===== src/rtl/mmio_resp_arb_pkg.sv =====
// Shared constants, state encoding and payload types for the MMIO response arbiter.
package mmio_resp_arb_pkg;

  localparam logic [1:0] UMEM_OK_READY = 2'b00;
  localparam logic [1:0] UMEM_OK_OK    = 2'b01;
  localparam logic [1:0] UMEM_OK_HOLD  = 2'b10;
  localparam logic [1:0] UMEM_OK_FAULT = 2'b11;

  localparam logic [63:0] UV64_00 = 64'h0;
  localparam logic [31:0] UV32_00 = 32'h0;

  localparam logic [15:0] EXC_TIMER_DEF = 16'hC001;

  typedef enum logic [1:0] {
    WD_IDLE = 2'd0,
    WD_WAIT = 2'd1,
    WD_FLT  = 2'd2
  } wd_state_e;

  typedef struct packed {
    logic [63:0] data;
    logic [1:0]  ok;
  } mmio_resp_t;

  // Index width for an n-entry one-hot vector; never below one bit.
  function automatic int unsigned idx_w(input int unsigned n);
    return (n > 1) ? $clog2(n) : 1;
  endfunction

endpackage


===== src/rtl/mmio_resp_arb_if.sv =====
// L2-side request/response bus plus per-device response channels and status outputs.
interface mmio_resp_arb_if #(
  parameter int unsigned NDEV  = 8,
  parameter int unsigned CNT_W = 16
);
  logic [31:0]        mmioAddr;
  logic [4:0]         mmioOpm;
  logic [64*NDEV-1:0] devOutData;
  logic [2*NDEV-1:0]  devOK;
  logic               timerTick;
  logic               stsClr;
  logic [63:0]        mmioInData;
  logic [1:0]         mmioOK;
  logic [63:0]        busExc;
  logic [31:0]        missAddr;
  logic [CNT_W-1:0]   missCount;
  logic               collFlag;
  logic [NDEV-1:0]    collMask;

  modport slave (
    input  mmioAddr, mmioOpm, devOutData, devOK, timerTick, stsClr,
    output mmioInData, mmioOK, busExc, missAddr, missCount, collFlag, collMask
  );

  modport master (
    output mmioAddr, mmioOpm, devOutData, devOK, timerTick, stsClr,
    input  mmioInData, mmioOK, busExc, missAddr, missCount, collFlag, collMask
  );
endinterface


===== src/rtl/mmio_prio_enc.sv =====
// Fixed-priority encoder: index 0 wins; also flags more than one active request.
module mmio_prio_enc
  import mmio_resp_arb_pkg::*;
#(
  parameter  int unsigned NDEV  = 8,
  localparam int unsigned IDX_W = idx_w(NDEV)
) (
  input  logic [NDEV-1:0]  req,
  output logic [NDEV-1:0]  grant,
  output logic [IDX_W-1:0] idx,
  output logic             valid,
  output logic             multi
);

  logic found;

  always_comb begin
    grant = '0;
    idx   = '0;
    found = 1'b0;
    for (int unsigned i = 0; i < NDEV; i++) begin
      if (req[i] && !found) begin
        grant[i] = 1'b1;
        idx      = IDX_W'(i);
        found    = 1'b1;
      end
    end
  end

  assign valid = |req;
  // Clearing the lowest set bit leaves something only if two or more were set.
  assign multi = |(req & (req - NDEV'(1)));

endmodule


===== src/rtl/mmio_resp_arb.sv =====
// MMIO response arbiter: priority response mux, request watchdog, collision capture, timer exception.
module mmio_resp_arb
  import mmio_resp_arb_pkg::*;
#(
  parameter int unsigned NDEV      = 8,
  parameter int unsigned TMO_CYC   = 256,
  parameter int unsigned CNT_W     = 16,
  parameter logic [15:0] EXC_TIMER = EXC_TIMER_DEF
) (
  input logic             clock,
  input logic             reset,
  mmio_resp_arb_if.slave  bus
);

  localparam int unsigned IDX_W = idx_w(NDEV);
  localparam int unsigned TMO_W = $clog2(TMO_CYC) + 1;

  logic [63:0]      dev_data [NDEV];
  logic [1:0]       dev_ok   [NDEV];
  logic [NDEV-1:0]  req_mask;
  logic [NDEV-1:0]  hit_grant;
  logic [IDX_W-1:0] hit_idx;
  logic             hit_valid;
  logic             hit_multi;
  mmio_resp_t       resp;

  wd_state_e        state_q, state_d;
  logic [TMO_W-1:0] tmo_cnt_q, tmo_cnt_d;
  logic [31:0]      req_addr_q, req_addr_d;
  logic [31:0]      miss_addr_q, miss_addr_d;
  logic [CNT_W-1:0] miss_count_q, miss_count_d;
  logic [CNT_W-1:0] miss_base;
  logic             coll_flag_q, coll_flag_d;
  logic [NDEV-1:0]  coll_mask_q, coll_mask_d;
  logic             miss_evt;
  logic             req_act;

  for (genvar g = 0; g < NDEV; g++) begin : g_unpack
    assign dev_data[g] = bus.devOutData[64*g +: 64];
    assign dev_ok[g]   = bus.devOK[2*g +: 2];
    assign req_mask[g] = (bus.devOK[2*g +: 2] != UMEM_OK_READY);
  end

  mmio_prio_enc #(.NDEV(NDEV)) u_prio_enc (
    .req   (req_mask),
    .grant (hit_grant),
    .idx   (hit_idx),
    .valid (hit_valid),
    .multi (hit_multi)
  );

  // Device response beats a pending FAULT; data is forced to zero when nobody answers.
  always_comb begin
    resp = '{data: UV64_00, ok: UMEM_OK_READY};
    if (hit_valid) begin
      resp.data = dev_data[hit_idx];
      for (int unsigned i = 0; i < NDEV; i++) begin
        if (hit_grant[i]) resp.ok = dev_ok[i];
      end
    end else if (state_q == WD_FLT) begin
      resp.ok = UMEM_OK_FAULT;
    end
  end

  assign bus.mmioInData = resp.data;
  assign bus.mmioOK     = resp.ok;
  assign bus.busExc     = bus.timerTick ? {48'h0, EXC_TIMER} : UV64_00;
  assign bus.missAddr   = miss_addr_q;
  assign bus.missCount  = miss_count_q;
  assign bus.collFlag   = coll_flag_q;
  assign bus.collMask   = coll_mask_q;

  assign req_act = (bus.mmioOpm != 5'd0);

  // Watchdog next state and status updates.
  always_comb begin
    state_d     = state_q;
    tmo_cnt_d   = tmo_cnt_q;
    req_addr_d  = req_addr_q;
    miss_addr_d = miss_addr_q;
    miss_evt    = 1'b0;

    unique case (state_q)
      WD_IDLE: begin
        if (req_act && !hit_valid) begin
          req_addr_d = bus.mmioAddr;
          if (TMO_CYC == 1) begin
            state_d     = WD_FLT;
            tmo_cnt_d   = '0;
            miss_addr_d = bus.mmioAddr;
            miss_evt    = 1'b1;
          end else begin
            state_d   = WD_WAIT;
            tmo_cnt_d = TMO_W'(1);
          end
        end
      end
      WD_WAIT: begin
        if (hit_valid || !req_act) begin
          state_d   = WD_IDLE;
          tmo_cnt_d = '0;
        end else if (bus.mmioAddr != req_addr_q) begin
          tmo_cnt_d  = TMO_W'(1);
          req_addr_d = bus.mmioAddr;
        end else if (tmo_cnt_q == TMO_W'(TMO_CYC - 1)) begin
          state_d     = WD_FLT;
          tmo_cnt_d   = '0;
          miss_addr_d = req_addr_q;
          miss_evt    = 1'b1;
        end else begin
          tmo_cnt_d = tmo_cnt_q + TMO_W'(1);
        end
      end
      WD_FLT: begin
        if (!req_act) state_d = WD_IDLE;
      end
      default: begin
        state_d   = WD_IDLE;
        tmo_cnt_d = '0;
      end
    endcase

    // A clear in the same cycle as a timeout still counts that timeout.
    miss_base    = bus.stsClr ? '0 : miss_count_q;
    miss_count_d = miss_base;
    if (miss_evt && (miss_base != {CNT_W{1'b1}})) miss_count_d = miss_base + CNT_W'(1);

    coll_flag_d = coll_flag_q;
    coll_mask_d = coll_mask_q;
    if (hit_multi && (!coll_flag_q || bus.stsClr)) begin
      coll_flag_d = 1'b1;
      coll_mask_d = req_mask;
    end else if (bus.stsClr) begin
      coll_flag_d = 1'b0;
      coll_mask_d = '0;
    end
  end

  always_ff @(posedge clock) begin
    if (reset) begin
      state_q      <= WD_IDLE;
      tmo_cnt_q    <= '0;
      req_addr_q   <= UV32_00;
      miss_addr_q  <= UV32_00;
      miss_count_q <= '0;
      coll_flag_q  <= 1'b0;
      coll_mask_q  <= '0;
    end else begin
      state_q      <= state_d;
      tmo_cnt_q    <= tmo_cnt_d;
      req_addr_q   <= req_addr_d;
      miss_addr_q  <= miss_addr_d;
      miss_count_q <= miss_count_d;
      coll_flag_q  <= coll_flag_d;
      coll_mask_q  <= coll_mask_d;
    end
  end

endmodule


===== src/flat_wrapper.sv =====
// flat-port wrapper written by rule: the top's interface ports become plain ports
module mmio_resp_arb_flat import mmio_resp_arb_pkg::*;
#(
  parameter int unsigned NDEV      = 8,
  parameter int unsigned TMO_CYC   = 256,
  parameter int unsigned CNT_W     = 16,
  parameter logic [15:0] EXC_TIMER = EXC_TIMER_DEF
)
  (clock, reset, bus_mmioAddr, bus_mmioOpm, bus_devOutData, bus_devOK, bus_timerTick, bus_stsClr, bus_mmioInData, bus_mmioOK, bus_busExc, bus_missAddr, bus_missCount, bus_collFlag, bus_collMask);
  mmio_resp_arb_if #(.NDEV(NDEV), .CNT_W(CNT_W)) bus_i ();
  input logic clock;
  input logic reset;
  input wire logic [$bits(bus_i.mmioAddr)-1:0] bus_mmioAddr;
  input wire logic [$bits(bus_i.mmioOpm)-1:0] bus_mmioOpm;
  input wire logic [$bits(bus_i.devOutData)-1:0] bus_devOutData;
  input wire logic [$bits(bus_i.devOK)-1:0] bus_devOK;
  input wire logic [$bits(bus_i.timerTick)-1:0] bus_timerTick;
  input wire logic [$bits(bus_i.stsClr)-1:0] bus_stsClr;
  output wire logic [$bits(bus_i.mmioInData)-1:0] bus_mmioInData;
  output wire logic [$bits(bus_i.mmioOK)-1:0] bus_mmioOK;
  output wire logic [$bits(bus_i.busExc)-1:0] bus_busExc;
  output wire logic [$bits(bus_i.missAddr)-1:0] bus_missAddr;
  output wire logic [$bits(bus_i.missCount)-1:0] bus_missCount;
  output wire logic [$bits(bus_i.collFlag)-1:0] bus_collFlag;
  output wire logic [$bits(bus_i.collMask)-1:0] bus_collMask;
  assign bus_i.mmioAddr = bus_mmioAddr;
  assign bus_i.mmioOpm = bus_mmioOpm;
  assign bus_i.devOutData = bus_devOutData;
  assign bus_i.devOK = bus_devOK;
  assign bus_i.timerTick = bus_timerTick;
  assign bus_i.stsClr = bus_stsClr;
  assign bus_mmioInData = bus_i.mmioInData;
  assign bus_mmioOK = bus_i.mmioOK;
  assign bus_busExc = bus_i.busExc;
  assign bus_missAddr = bus_i.missAddr;
  assign bus_missCount = bus_i.missCount;
  assign bus_collFlag = bus_i.collFlag;
  assign bus_collMask = bus_i.collMask;
  mmio_resp_arb #(.NDEV(NDEV), .TMO_CYC(TMO_CYC), .CNT_W(CNT_W), .EXC_TIMER(EXC_TIMER)) u_core (.clock(clock), .reset(reset), .bus(bus_i));
endmodule

===== config.mk =====
export PLATFORM = sky130hd
export DESIGN_NAME = mmio_resp_arb_flat
export DESIGN_NICKNAME = d
export VERILOG_FILES = /design/src/rtl/mmio_resp_arb_pkg.sv /design/src/rtl/mmio_resp_arb_if.sv /design/src/rtl/mmio_prio_enc.sv /design/src/rtl/mmio_resp_arb.sv /design/src/flat_wrapper.sv
export SDC_FILE = /design/constraint.sdc
export NUM_CORES = 1
export LEC_CHECK = 0
export ABC_AREA = 1
export BUFFER_PORTS_ARGS = -buffer_cell sky130_fd_sc_hd__clkbuf_2
export CAP_MARGIN = 10
export CORE_AREA = 2 2 292 294
export DETAILED_ROUTE_END_ITERATION = 10
export DIE_AREA = 0 0 294 296
export PLACE_DENSITY_LB_ADDON = 0.2
export SYNTH_ARGS = -nofsm -noshare
export SYNTH_HDL_FRONTEND = slang
export SYNTH_SLANG_ARGS = --single-unit

===== constraint.sdc =====
create_clock -name clock -period 2.1 [get_ports clock]
set_input_delay 0.42 -clock clock [delete_from_list [all_inputs] [get_ports clock]]
set_output_delay 0.42 -clock clock [all_outputs]
set_load 0.02 [all_outputs]

# Word-level counts from Yosys, hierarchy flattened
# Cells that the tools add are included.
[totals]
reg_bits = 100
in_bits = 569
out_inout_bits = 187
elab_cells = 128
[op_classes]
add_sub_neg = 3
magnitude_cmp = 1
eq_ne = 11
n_mux = 61
bitwise_logic = 5
n_reduce_logical = 40
[op_table]
columns = ["op", "n"]
rows = [
  ["$bmux W64 S3", 1],
  ["$mux W64", 3],
  ["$mux W32", 3],
  ["$pmux W32 S2", 1],
  ["$mux W16", 3],
  ["$mux W9", 4],
  ["$ne A32 B32 Y1", 1],
  ["$mux W2", 15],
  ["$pmux W9 S3", 1],
  ["$mux W1", 21],
  ["$reduce_bool A2 Y1", 10],
  ["$mux W3", 6],
  ["$add A16 B1 Y16 const B", 1],
  ["$mux W8", 2],
  ["$ne A16 B16 Y1 const B", 1],
  ["$reduce_or A8 Y1", 2],
  ["$reduce_and A4 Y1", 3],
  ["$logic_and A1 B1 Y1", 10],
  ["$logic_not A1 Y1", 10],
  ["$add A9 B1 Y9 const B", 1],
  ["$eq A9 B8 Y1 const B", 1],
  ["$and A8 B8 Y8", 1],
  ["$sub A8 B1 Y8 const B", 1],
  ["$pmux W2 S3", 1],
  ["other kinds (13)", 18],
]

# Longest topological paths before layout
# Gate-level depths: netlist of the first run.
[logic_depth]
ltp_word = 28
ltp_mapped = 15
depth_no_buf = 14

# Cells and area by module
# A second synthesis of the first run with hierarchy kept.
[hier_totals]
cells_unflattened = 1756
area_unflattened_um2 = 9933.3
[modules_own_cells]
columns = ["module", "n_inst", "cells_per_inst", "area_per_inst_um2", "seq_area_each_um2"]
rows = [
  ["mmio_resp_arb", 1, 1711, 9691.8, 2001.9],
  ["mmio_prio_enc", 1, 45, 241.5, 0.0],
]

# Worst setup path before layout of the first run
# OpenSTA, ideal clock, no wires.
[synth_path]
path_type = "input to output"
startpoint = "input bus_devOK[4]"
endpoint = "output bus_mmioInData[27]"
t_arrival_ns = 1.995
path_slack_ns = -0.315
path_stages = 14
path_cell_list = "inv_1 -> nand2_2 -> nor2_4 -> nand2_4 -> nor2_8 -> nand2_4 -> nand3_4 -> buf_6 -> buf_8 -> buf_6 -> o211ai_2 -> nand3_1 -> nand2_1 -> nor2_1"
[synth_via]
elab_chain_cells = 23
word_cells_on_any_way = 29
cone_classes = "15 x mux; 1 x bitwise; 13 x reduce/logical"
[synth_rtl]
columns = ["item", "line", "rtl"]
rows = [
  ["start: declaration", "flat_wrapper.sv:16", "input wire logic [$bits(bus_i.devOK)-1:0] bus_devOK;"],
  ["$reduce_bool A2 Y1 (*)", "mmio_resp_arb.sv:41", "assign req_mask[g] = (bus.devOK[2*g +: 2] != UMEM_OK_READY);"],
  ["$logic_and A1 B1 Y1", "mmio_prio_enc.sv:22", "if (req[i] && !found) begin"],
  ["$mux W1", "mmio_prio_enc.sv:22", ""],
  ["$logic_not A1 Y1", "mmio_prio_enc.sv:22", ""],
  ["$logic_and A1 B1 Y1", "mmio_prio_enc.sv:22", ""],
  ["$mux W1", "mmio_prio_enc.sv:22", ""],
  ["$logic_not A1 Y1", "mmio_prio_enc.sv:22", ""],
  ["$logic_and A1 B1 Y1", "mmio_prio_enc.sv:22", ""],
  ["(+6 left out)", "n/a", ""],
  ["$mux W1", "mmio_prio_enc.sv:22", ""],
  ["$logic_not A1 Y1", "mmio_prio_enc.sv:22", ""],
  ["$logic_and A1 B1 Y1", "mmio_prio_enc.sv:22", ""],
  ["$mux W3", "mmio_prio_enc.sv:22", ""],
  ["$not A3 Y4 (implied by the code)", "mmio_resp_arb.sv:56", "resp.data = dev_data[hit_idx];"],
  ["$bmux W64 S3", "mmio_resp_arb.sv:56", ""],
  ["$mux W64 (implied by the code) (2 in a row)", "mmio_resp_arb.sv:56", ""],
  ["$mux W64 (*)", "mmio_resp_arb.sv:55", "if (hit_valid) begin"],
  ["end: declaration", "flat_wrapper.sv:19", "output wire logic [$bits(bus_i.mmioInData)-1:0] bus_mmioInData;"],
]
# Every way passes the cells marked *; elsewhere a longest branch is shown, timed or not. The select of a mux whose other input is x is not followed.

# Final worst setup path of the first run
[layout_path]
startpoint = "input bus_devOK[7]"
endpoint = "output bus_mmioInData[35]"
[layout_via]
elab_chain_cells = 20
word_cells_on_any_way = 25
cone_classes = "13 x mux; 1 x bitwise; 11 x reduce/logical"
[layout_rtl]
columns = ["item", "line"]
rows = [
  ["$reduce_bool A2 Y1 (*)", "mmio_resp_arb.sv:41"],
  ["$logic_and A1 B1 Y1", "mmio_prio_enc.sv:22"],
  ["$mux W1", "mmio_prio_enc.sv:22"],
  ["$logic_not A1 Y1", "mmio_prio_enc.sv:22"],
  ["$logic_and A1 B1 Y1", "mmio_prio_enc.sv:22"],
  ["$mux W1", "mmio_prio_enc.sv:22"],
  ["$logic_not A1 Y1", "mmio_prio_enc.sv:22"],
  ["$logic_and A1 B1 Y1", "mmio_prio_enc.sv:22"],
  ["(+3 left out)", "n/a"],
  ["$mux W1", "mmio_prio_enc.sv:22"],
  ["$logic_not A1 Y1", "mmio_prio_enc.sv:22"],
  ["$logic_and A1 B1 Y1", "mmio_prio_enc.sv:22"],
  ["$mux W3", "mmio_prio_enc.sv:22"],
  ["$not A3 Y4 (implied by the code)", "mmio_resp_arb.sv:56"],
  ["$bmux W64 S3", "mmio_resp_arb.sv:56"],
  ["$mux W64 (implied by the code) (2 in a row)", "mmio_resp_arb.sv:56"],
  ["$mux W64 (*)", "mmio_resp_arb.sv:55"],
]
# Marked as above.

==> metrics.txt, run 1 <==
share of power burned in registers 25.9%; Pwr per Cell Area 343 nW/um2; Period Utilization, post-route 136%; largest net degree at the start of global routing 56; Area contributors post-synth nand2_1, dfxtp_1, nand3_1, nor2_1, inv_1; Unique masters post-synth 40; Mapped Avg Cell Area 5.61 um2; height of the die 296 um; total CTS buffers 9; switching part of the total 39.3%; Routed wire per std cell 22.3 um; vias in the first global route 14900; via count 16200; Tmin final 2.87 ns; Detail Route Antenna Nets 0; Synth Flop Type dfxtp_1; EDFF count, synth 0; status finished, violations left; Clk Latency, worst-skew pair 0.38 ns; initial antenna violation count 35; total power 7370 uW; Logic pwr share 48.8%; WL final 87900 um; unrepaired setup endpoints after global routing true; # DRC 0; Die Width 294 um; Post-Synthesis Cell Area 11200 um2; initial drt markers 725; placed cells 3830; Synth top cells by count nand2_1, nand3_1, nor2_1; Port-buffer cells 690; Static Leak 0.0104 uW; CP arrival 2.45 ns; core area 84200 um2; Pint 4480 uW; Ports 756; HP Class in -> reg; ordered cell list for the critical path buf_8, nor2_4, inv_2, nor2_4, nand2_4, nor2_8, nand3_2, nand2_2, nor2_4, clkinv_4, buf_12, buf_12, buf_4, buf_6, nand3_4, a21oi_4, nor2_4, buf_12; WP buf/inv 8; CTS sink count 100; Syn Inst Count 2000; Clock Power Share 25.2%; area share of the largest cell type after synthesis 19.1%; Crit-path slowest cell a21oi_4; critical path's top delay family buffers and inverters; Synth-to-Final Area Change 91.7%; Critical Path RT 1.68 ns; async set-reset flop share out of synthesis 0%; Setup CP Type in -> out; layout cells sized above 1 51.3%; Max-cap violations 0; post-route insts no fill 3935; CP most frequent cell nor2_4; Worst Setup End Kind output pin; Yosys reg bits 100; Net Sw Power 2890 uW; Worst Path Max Fanout 7; die area 87000 um2; total gr overflow 0; failing checks negative setup slack; fin worst setup slack -0.766 ns; CTS max path bufs 2; CTS root buffer clkbuf_16; count of pins over their slew limit 0; GPL Wtd Cong 0.964; synth warn 0; Seq/Total Area, Yosys 17.9%; first-pass GRT wire length 112000 um; Cell Rows 107; Total GRT Usage 18.1%; area leader, netlist nand2_1; H-tree Lvls 3; Finish-stage setup viols 66; TritonCTS clock tree yes; critical path launch point type primary input; Layout Skew 0.0187 ns; clock transition at the registers of the reported paths 0.09 ns; maximum VDD drop 0.374 mV; Final Net Count 3395; f_max 0.349 GHz; count leader, synth nand2_1; dpl hpwl 71700 um; Vias/cell 4.12; Fin. Hold Viols 0; r2r setup slk 0.12 ns; Pre-Repair DR Iteration Count 5; CP max stage delay 0.19 ns; initial core utilization 13.3%
## power by group through the flow
stage / Combinational [uW] / Clock [uW] / Sequential, uW
after floorplan: 1450 / 0 / 1970
final: 3600 / 1860 / 1910
after global routing: 3870 / 2000 / 1910
after detailed placement: 3050 / 0 / 1960
after CTS: 3250 / 1930 / 1910
after global placement: 3070 / 0 / 1960
## per-stage QoR
stage | setup WS, ns | utilization [%] | cell area [um2] | hold slack [ns] | setup TNS [ns]
after detailed placement | -0.933 | 21.3 | 17900 | 0.447 | -86.22
after floorplan | -0.187 | - | 12100 | 0.433 | -9.85
after global placement | -0.942 | 21.3 | 17900 | 0.446 | -88.61
after CTS | -0.796 | 22.7 | 19100 | 0.303 | -46.40
after global routing | -0.859 | 25.5 | 21500 | 0.327 | -50.47
final | -0.766 | 25.5 | 21500 | 0.313 | -43.55
## layer usage
metal / global-route usage (%) / wire length [um]
met3: 7.27 / 8810
met1: 23.2 / 37200
met5: 0 / 170
met4: 5.67 / 2490
met2: 27.7 / 39200
## timing repair
item / CTS / global route
resized for setup: 147 / 392
hold buffers: 0 / 0
endpoints found under the setup margin: 98 / 150
buffers inserted: 16 / 30
gates cloned: 4 / 26
pin swaps: 25 / 105
## flip-flops by register name, summed over array words and instances (netlist names)
register and flops:
u_core.tmo_cnt_q 9, u_core.req_addr_q 32, u_core.bus.collFlag 1, u_core.bus.missAddr 32, u_core.bus.missCount 16, u_core.bus.collMask 8
u_core.state_q 2
## cell type report
cell class | instances | area (um2)
inverters | 203 | 788
well taps | 1090 | 1360
repair buffers | 953 | 7440
multi-input cells | 1557 | 9530
clock inverters | 7 | 87.6
flip-flops and latches | 100 | 2010
clock buffers | 9 | 225
diodes | 16 | 40.0
fillers | 9583 | 62700
## worst paths after layout
check	start	end	cells past startpoint
setup / recovery	bus_devOK[7]	bus_mmioInData[35]	18
hold / removal	bus_mmioAddr[25]	u_core.req_addr_q[25]$_SDFFE_PP0P_	3
setup reg to reg	u_core.tmo_cnt_q[0]$_SDFFE_PP0P_	u_core.bus.missAddr[17]$_SDFFE_PP0P_	11
hold reg to reg	u_core.tmo_cnt_q[8]$_SDFFE_PP0P_	u_core.tmo_cnt_q[8]$_SDFFE_PP0P_	2
## layout by cell type, fill, tap and decap left out, types with 16 or more instances in the layout
cell type	instances
a21oi_4	21
dfxtp_1	93
nor2_2	24
nand3_4	25
diode_2	16
buf_8	23
nor2_1	127
clkbuf_16	31
xnor2_1	30
conb_1	61
nand2_2	68
nand4_1	25
nor2_4	82
nand2_1	499
buf_12	76
a21oi_2	41
inv_1	190
nand3_1	165
clkbuf_2	624
nand3_2	100
a21oi_1	43
o21ai_0	55
or2_2	56
buf_6	54
buf_4	143
o211ai_1	57
## worst min-delay path, stage by stage
cell      delay [ns]
clkbuf_2        0.09
o21ai_0         0.08
nor2_1          0.07
## cells by family (layout without fill, tap and decap cells)
kind of cell               count (synthesis)  after routing  share of synthesized area (%)
and+or+nand+nor                         1202           1202                           46.9
buffers and inverters                    403           1172                           17.9
AOI/OAI and AO/OA                        251            251                           13.9
DFF                                      100            100                           17.9
xor gates and xnor gates                  41             41                           3.20
adders and majority gates                  2              2                          0.223
other                                      1             77                         0.0335
No activity file was read; power rests on OpenSTA's default activity.
==> inputs of run 2 (changes only) <==
--- a/config.mk
+++ b/config.mk
@@ -8,9 +8,10 @@
 export ABC_AREA = 1
 export BUFFER_PORTS_ARGS = -buffer_cell sky130_fd_sc_hd__clkbuf_2
 export CAP_MARGIN = 10
-export CORE_AREA = 2 2 292 294
+export CORE_AREA = 2 2 297 299
+export CTS_BUF_LIST = sky130_fd_sc_hd__clkbuf_4 sky130_fd_sc_hd__clkbuf_8
 export DETAILED_ROUTE_END_ITERATION = 10
-export DIE_AREA = 0 0 294 296
+export DIE_AREA = 0 0 299 301
 export PLACE_DENSITY_LB_ADDON = 0.2
 export SYNTH_ARGS = -nofsm -noshare
 export SYNTH_HDL_FRONTEND = slang
==> run 2 against run 1 <==
The flow still finishes with violations (negative setup slack); non-clock buffer count shrank 4; critical endpoint is now bus_mmioInData[58]; combinational power is 3% higher; final cell count up 1.4%; sequential power barely moved; largest power group unchanged; setup slack better by 0.039 ns; critical path type unchanged; hold slack got worse by 0.029 ns.
==> metrics.txt, run 2 (synthesis results as in run 1) <==
status finished, violations left; failing checks negative setup slack; Synth-to-Final Area Change 92.2%; Routed wire per std cell 23.0 um; register area 2000 um2; Clk Latency, worst-skew pair 0.41 ns; Tmin final 2.83 ns; Layout Skew 0.0198 ns; Rel. slew slack 66.1%; CTS max path bufs 2; unrepaired setup endpoints after global routing true; share of power burned in registers 27.7%; worst slack, placed -0.929 ns; switching part of the total 40.2%; Net Sw Power 2780 uW; Die Width 299 um; Vias/cell 4.05; initial antenna violation count 34; count of pins over their slew limit 0; clock transition at the registers of the reported paths 0.11 ns; Worst-Margin Slew 0.509 ns; Fin. Hold Viols 0; maximum VDD drop 0.409 mV; Port-buffer cells 690; Hold Buf Count CTS 0; fin worst setup slack -0.727 ns; first-pass GRT wire length 120000 um; Period Utilization, post-route 135%; # DRC 0; most frequent cells in the layout clkbuf_2, nand2_1, inv_1, nand3_1, nor2_1; commonest non-fill, non-tap cell in the layout clkbuf_2; initial core utilization 13.0%; initial drt markers 894; core area 86500 um2; Critical Path RT 1.68 ns; Worst Path Max Fanout 8; Logic pwr share 53.6%; post-route insts no fill 3992; total CTS buffers 9; Worst Setup End Kind output pin; dpl hpwl 73800 um; Max-cap violations 0; CP arrival 2.41 ns; Setup CP Type in -> out; largest net degree at the start of global routing 54; layout cells sized above 1 51.3%; total gr overflow 0; total power 6910 uW; Final TNS setup -42.35 ns; placed cells 3887; Final Net Count 3391; f_max 0.354 GHz; TritonCTS clock tree yes; die area 90000 um2; Detail Route Antenna Nets 0; Finish-stage setup viols 66; critical path launch point type primary input; WL final 91700 um; Total GRT Usage 18.7%; vias in the first global route 15600; Pwr per Cell Area 321 nW/um2; Static Leak 0.0105 uW; Pint 4130 uW; CTS root buffer clkbuf_8; via count 16200; H-tree Lvls 3; Ports 756; HP Class in -> reg; GPL Wtd Cong 0.987; CTS sink count 100; Cell Rows 108; layout filler cell count 9877; Clock Power Share 18.7%; height of the die 301 um; footprint of the multi-input gates 9370 um2; Pre-Repair DR Iteration Count 5
## run 2: cell types whose count changed in the layout (fill, tap and decap cells not counted), moves of 13 or more
| cell | before | now |
|---|---|---|
| buf_12 | 76 | 63 |
| nand3_1 | 165 | 151 |
| nor2_1 | 127 | 147 |
| nand3_2 | 100 | 127 |
| buf_6 | 54 | 32 |
| nand2_1 | 499 | 482 |
| buf_16 | 5 | 21 |
| clkbuf_8 | 6 | 19 |
| nand3_4 | 25 | 12 |
| nand2_2 | 68 | 85 |
| buf_8 | 23 | 44 |
## run 2: worst max-delay path: stages
cell      delay (ns)
clkbuf_2        0.10
nor2_2          0.19
nand2_1         0.12
nor2_4          0.13
nand3_4         0.10
nand3_4         0.13
buf_12          0.19
inv_12          0.08
buf_12          0.15
buf_4           0.13
nand2_1         0.08
nand3_2         0.10
a21oi_4         0.22
nor2_4          0.06
buf_4           0.15
## run 2: path summary, 6_finish.rpt
| path | slack [ns] | cells after the start | endpoint | from |
|---|---|---|---|---|
| worst min register to register | 0.48 | 2 | u_core.tmo_cnt_q[4]$_SDFFE_PP0P_ | u_core.tmo_cnt_q[4]$_SDFFE_PP0P_ |
| worst max register to register | 0.15 | 11 | u_core.bus.missAddr[20]$_SDFFE_PP0P_ | u_core.tmo_cnt_q[0]$_SDFFE_PP0P_ |
| worst max-delay path | -0.73 | 15 | bus_mmioInData[58] | bus_devOK[9] |
| worst min-delay path | 0.28 | 3 | u_core.req_addr_q[1]$_SDFFE_PP0P_ | bus_mmioAddr[1] |
## run 2: through the flow
stage | hold slack [ns] | utilization, % | area (um2)
5_1_grt | 0.278 | 24.9 | 21500
2_1_floorplan | 0.433 | - | 12100
3_5_place_dp | 0.444 | 20.6 | 17800
6_report | 0.284 | 24.9 | 21600
4_1_cts | 0.240 | 23.1 | 20000
3_3_place_gp | 0.451 | 20.6 | 17800
## run 2: layout make-up
class / count / area share [%]
tap: 1155 / 6.71
timing repair buffer: 949 / 35.7
clock inverter: 4 / 0.151
sequential: 100 / 9.30
clock buffer: 12 / 0.737
multi-input combinational: 1557 / 43.5
antenna: 12 / 0.139
inverter: 203 / 3.80
## run 2: power by group through the flow
stage / Clock, uW / Combinational (uW) / Sequential (uW)
2_1_floorplan: 0 / 1450 / 1970
3_3_place_gp: 0 / 2990 / 1960
3_5_place_dp: 0 / 2960 / 1960
4_1_cts: 1360 / 3420 / 1920
5_1_grt: 1420 / 3970 / 1920
6_report: 1290 / 3700 / 1910
## run 2: routing by layer
layer	up-vias	track usage [%]	share of wire, %
li1	7947	-	-
met1	7533	22.5	41
met2	555	31.4	48
met3	101	6.95	8.8
met4	18	4.35	2.1
met5	-	0	0.15
## run 2: what timing repair did
| action | CTS | global route |
|---|---|---|
| gates cloned | 19 | 21 |
| buffers inserted | 24 | 19 |
| pin swaps | 68 | 93 |
| gates resized for setup | 276 | 268 |
| setup endpoints to repair | 67 | 133 |
==> inputs of run 3 (changes only) <==
--- a/config.mk
+++ b/config.mk
@@ -8,11 +8,13 @@
 export ABC_AREA = 1
 export BUFFER_PORTS_ARGS = -buffer_cell sky130_fd_sc_hd__clkbuf_2
 export CAP_MARGIN = 10
-export CORE_AREA = 2 2 297 299
+export CORE_AREA = 2 2 296 298
 export CTS_BUF_LIST = sky130_fd_sc_hd__clkbuf_4 sky130_fd_sc_hd__clkbuf_8
 export DETAILED_ROUTE_END_ITERATION = 10
-export DIE_AREA = 0 0 299 301
+export DIE_AREA = 0 0 298 300
+export GPL_ROUTABILITY_DRIVEN = 0
 export PLACE_DENSITY_LB_ADDON = 0.2
 export SYNTH_ARGS = -nofsm -noshare
 export SYNTH_HDL_FRONTEND = slang
+export SYNTH_HIERARCHICAL = 1
 export SYNTH_SLANG_ARGS = --single-unit
==> run 3 against run 2 <==
The flow still finishes with violations (negative setup slack); final cell count is 4.4% lower; via count is 0.23% lower; critical endpoint unchanged; total power is 1.1% higher; cell area is 6.5% lower; wire length increased by 3.0%.
==> metrics.txt, run 3 <==
status finished, violations left; failing checks negative setup slack; critical path launch point type primary input; commonest non-fill, non-tap cell in the layout clkbuf_2; CTS max path bufs 2; Cell Rows 108; core area 86200 um2; worst slack, placed -1.41 ns; CP arrival 2.90 ns; Unique masters post-synth 37; via count 16100; Ports 756; vias in the first global route 15500; Mapped Avg Cell Area 5.66 um2; Pre-Repair DR Iteration Count 7; WL final 94400 um; CTS sink count 100; Synth top cells by count nor2_1, o21ai_0, nand2_1; Worst Setup End Kind output pin; Hold Crit Depth 3; height of the die 300 um; largest net degree at the start of global routing 52; Hold Buf Count CTS 0; Finish-stage setup viols 156; maximum VDD drop 0.237 mV; initial core utilization 11.5%; Final TNS setup -83.04 ns; CP max stage delay 0.24 ns; placed cells 3728; count of pins over their slew limit 0; clock transition at the registers of the reported paths 0.12 ns; Period Utilization, post-route 158%; f_max 0.301 GHz; Static Leak 0.00929 uW; post-route insts no fill 3817; Tmin final 3.32 ns; WP buf/inv 8; Seq/Total Area, Yosys 20.2%; Reg-to-Reg End u_core/bus.missCount[4]$_SDFF_PP0_; r2r setup slk 0.09 ns; HP Class in -> reg; Pwr per Cell Area 347 nW/um2; Worst-Margin Slew 0.496 ns; fin worst setup slack -1.22 ns; TritonCTS clock tree yes; most frequent cells in the layout clkbuf_2, nor2_1, buf_4, o21ai_1, nand2_1; Clk Latency, worst-skew pair 0.41 ns; Register-to-Register Path Depth 11; Final Net Count 3216; area leader, netlist dfxtp_1; layout cells sized above 1 50.6%; # DRC 0; die area 89400 um2; EDFF count, synth 0; async set-reset flop share out of synthesis 0%; critical path's top delay family buffers and inverters; ordered cell list for the critical path buf_6, or2_4, buf_6, nor2_4, buf_12, nand3_4, nor2_4, nand2_4, nand3_4, buf_12, buf_12, buf_12, buf_16, o21ai_0, o22ai_1, o21ai_1, a31oi_2, clkbuf_8; total power 6980 uW; Post-DP Area 17100 um2; Crit-path slowest cell or2_4; Syn Inst Count 1756; count leader, synth nor2_1; Fin. Hold Viols 0; synth warn 6; Yosys reg bits 100; Rel. slew slack 66.8%; Max-cap violations 0; H-tree Lvls 3; Detail Route Antenna Nets 0; Vias/cell 4.22; first-pass GRT wire length 123000 um; RR Startpoint u_core/bus.missCount[0]$_SDFF_PP0_; dpl hpwl 79800 um; unrepaired setup endpoints after global routing true; Post-Synthesis Cell Area 9930 um2; Setup CP Type in -> out; CP most frequent cell buf_12; Critical Path RT 1.68 ns; total CTS buffers 9; Hold Path Origin bus_mmioAddr[2]; Synth Flop Type dfxtp_1; initial antenna violation count 37; area share of the largest cell type after synthesis 20.2%; Die Width 298 um; Area contributors post-synth dfxtp_1, nor2_1, o21ai_0, nand2_1, buf_4; Finished Cell Area 20100 um2; Worst Path Max Fanout 6; total gr overflow 0; initial drt markers 1142; Port-buffer cells 690; Total GRT Usage 19.6%; Synth-to-Final Area Change 103%; hold path endpoint u_core/req_addr_q[2]$_SDFFE_PP0P_; CTS root buffer clkbuf_8; Routed wire per std cell 24.7 um; Layout Skew 0.0199 ns
run 3: power by group:
part / total (uW) / internal (uW) / switching (uW)
Clock: 1520 / 702 / 817
Sequential: 1920 / 1910 / 10.9
Combinational: 3550 / 1600 / 1950
run 3: worst max path at each step:
stage                 start  slack [ns]  cells after the start                 end
2_1_floorplan  bus_devOK[1]       -0.55                     12  bus_mmioInData[10]
3_3_place_gp   bus_devOK[1]       -1.43                     14  bus_mmioInData[11]
3_5_place_dp   bus_devOK[1]       -1.41                     14   bus_mmioInData[9]
4_1_cts        bus_devOK[0]       -1.19                     17  bus_mmioInData[43]
5_1_grt        bus_devOK[3]       -1.27                     18  bus_mmioInData[43]
6_report       bus_devOK[1]       -1.22                     18  bus_mmioInData[58]
run 3: worst register-to-register path, cell delays in order, from the launching register on:
cell	delay [ns]
dfxtp_1	0.39
inv_1	0.05
nor2_1	0.17
ha_1	0.19
inv_1	0.08
nor3_4	0.18
inv_1	0.09
nor3_2	0.21
nand4_2	0.23
nand4_1	0.17
nand2_1	0.06
nor2_1	0.12
run 3: metrics by stage:
step	hold WS (ns)	util (%)
after floorplan	0.448	-
after global placement	0.453	19.8
after detailed placement	0.454	19.8
after CTS	0.258	22.3
after global routing	0.279	23.4
final	0.274	23.4
run 3: routing by layer:
metal	vias to the layer above	wire length (um)	global-route usage, %	part of all wire (%)
met5	-	320	1.01	0.34
met2	802	40800	29.6	43
met1	7519	40200	25.3	43
met3	164	8040	6.00	8.5
met4	12	5030	9.37	5.3
li1	7620	-	-	-
run 3: what timing repair did:
action | 4_1_cts | 5_1_grt
resized for setup | 407 | 295
pin swaps | 63 | 113
endpoints found under the hold margin | 0 | 0
setup buffers | 34 | 12
gates cloned | 13 | 11
endpoints found under the setup margin | 165 | 165
run 3: layout make-up:
class | count | area [um2]
antenna | 12 | 30.0
clock buffer | 9 | 124
clock inverter | 7 | 119
fill | 9886 | 66100
inverter | 81 | 342
multi-input combinational | 1439 | 8320
sequential | 100 | 2000
tap | 1155 | 1450
timing repair buffer | 1014 | 7770
run 3: logic make-up after synthesis:
| group | Yosys count | share of synthesized area, % |
|---|---|---|
| and+or+nand+nor | 759 | 31.9 |
| AOI/OAI and AO/OA | 587 | 31.4 |
| buffers and inverters | 277 | 13.6 |
| DFF | 100 | 20.2 |
| xor gates and xnor gates | 28 | 2.47 |
| adders and majority gates | 2 | 0.252 |
| muxes | 2 | 0.202 |
| other | 1 | 0.0378 |
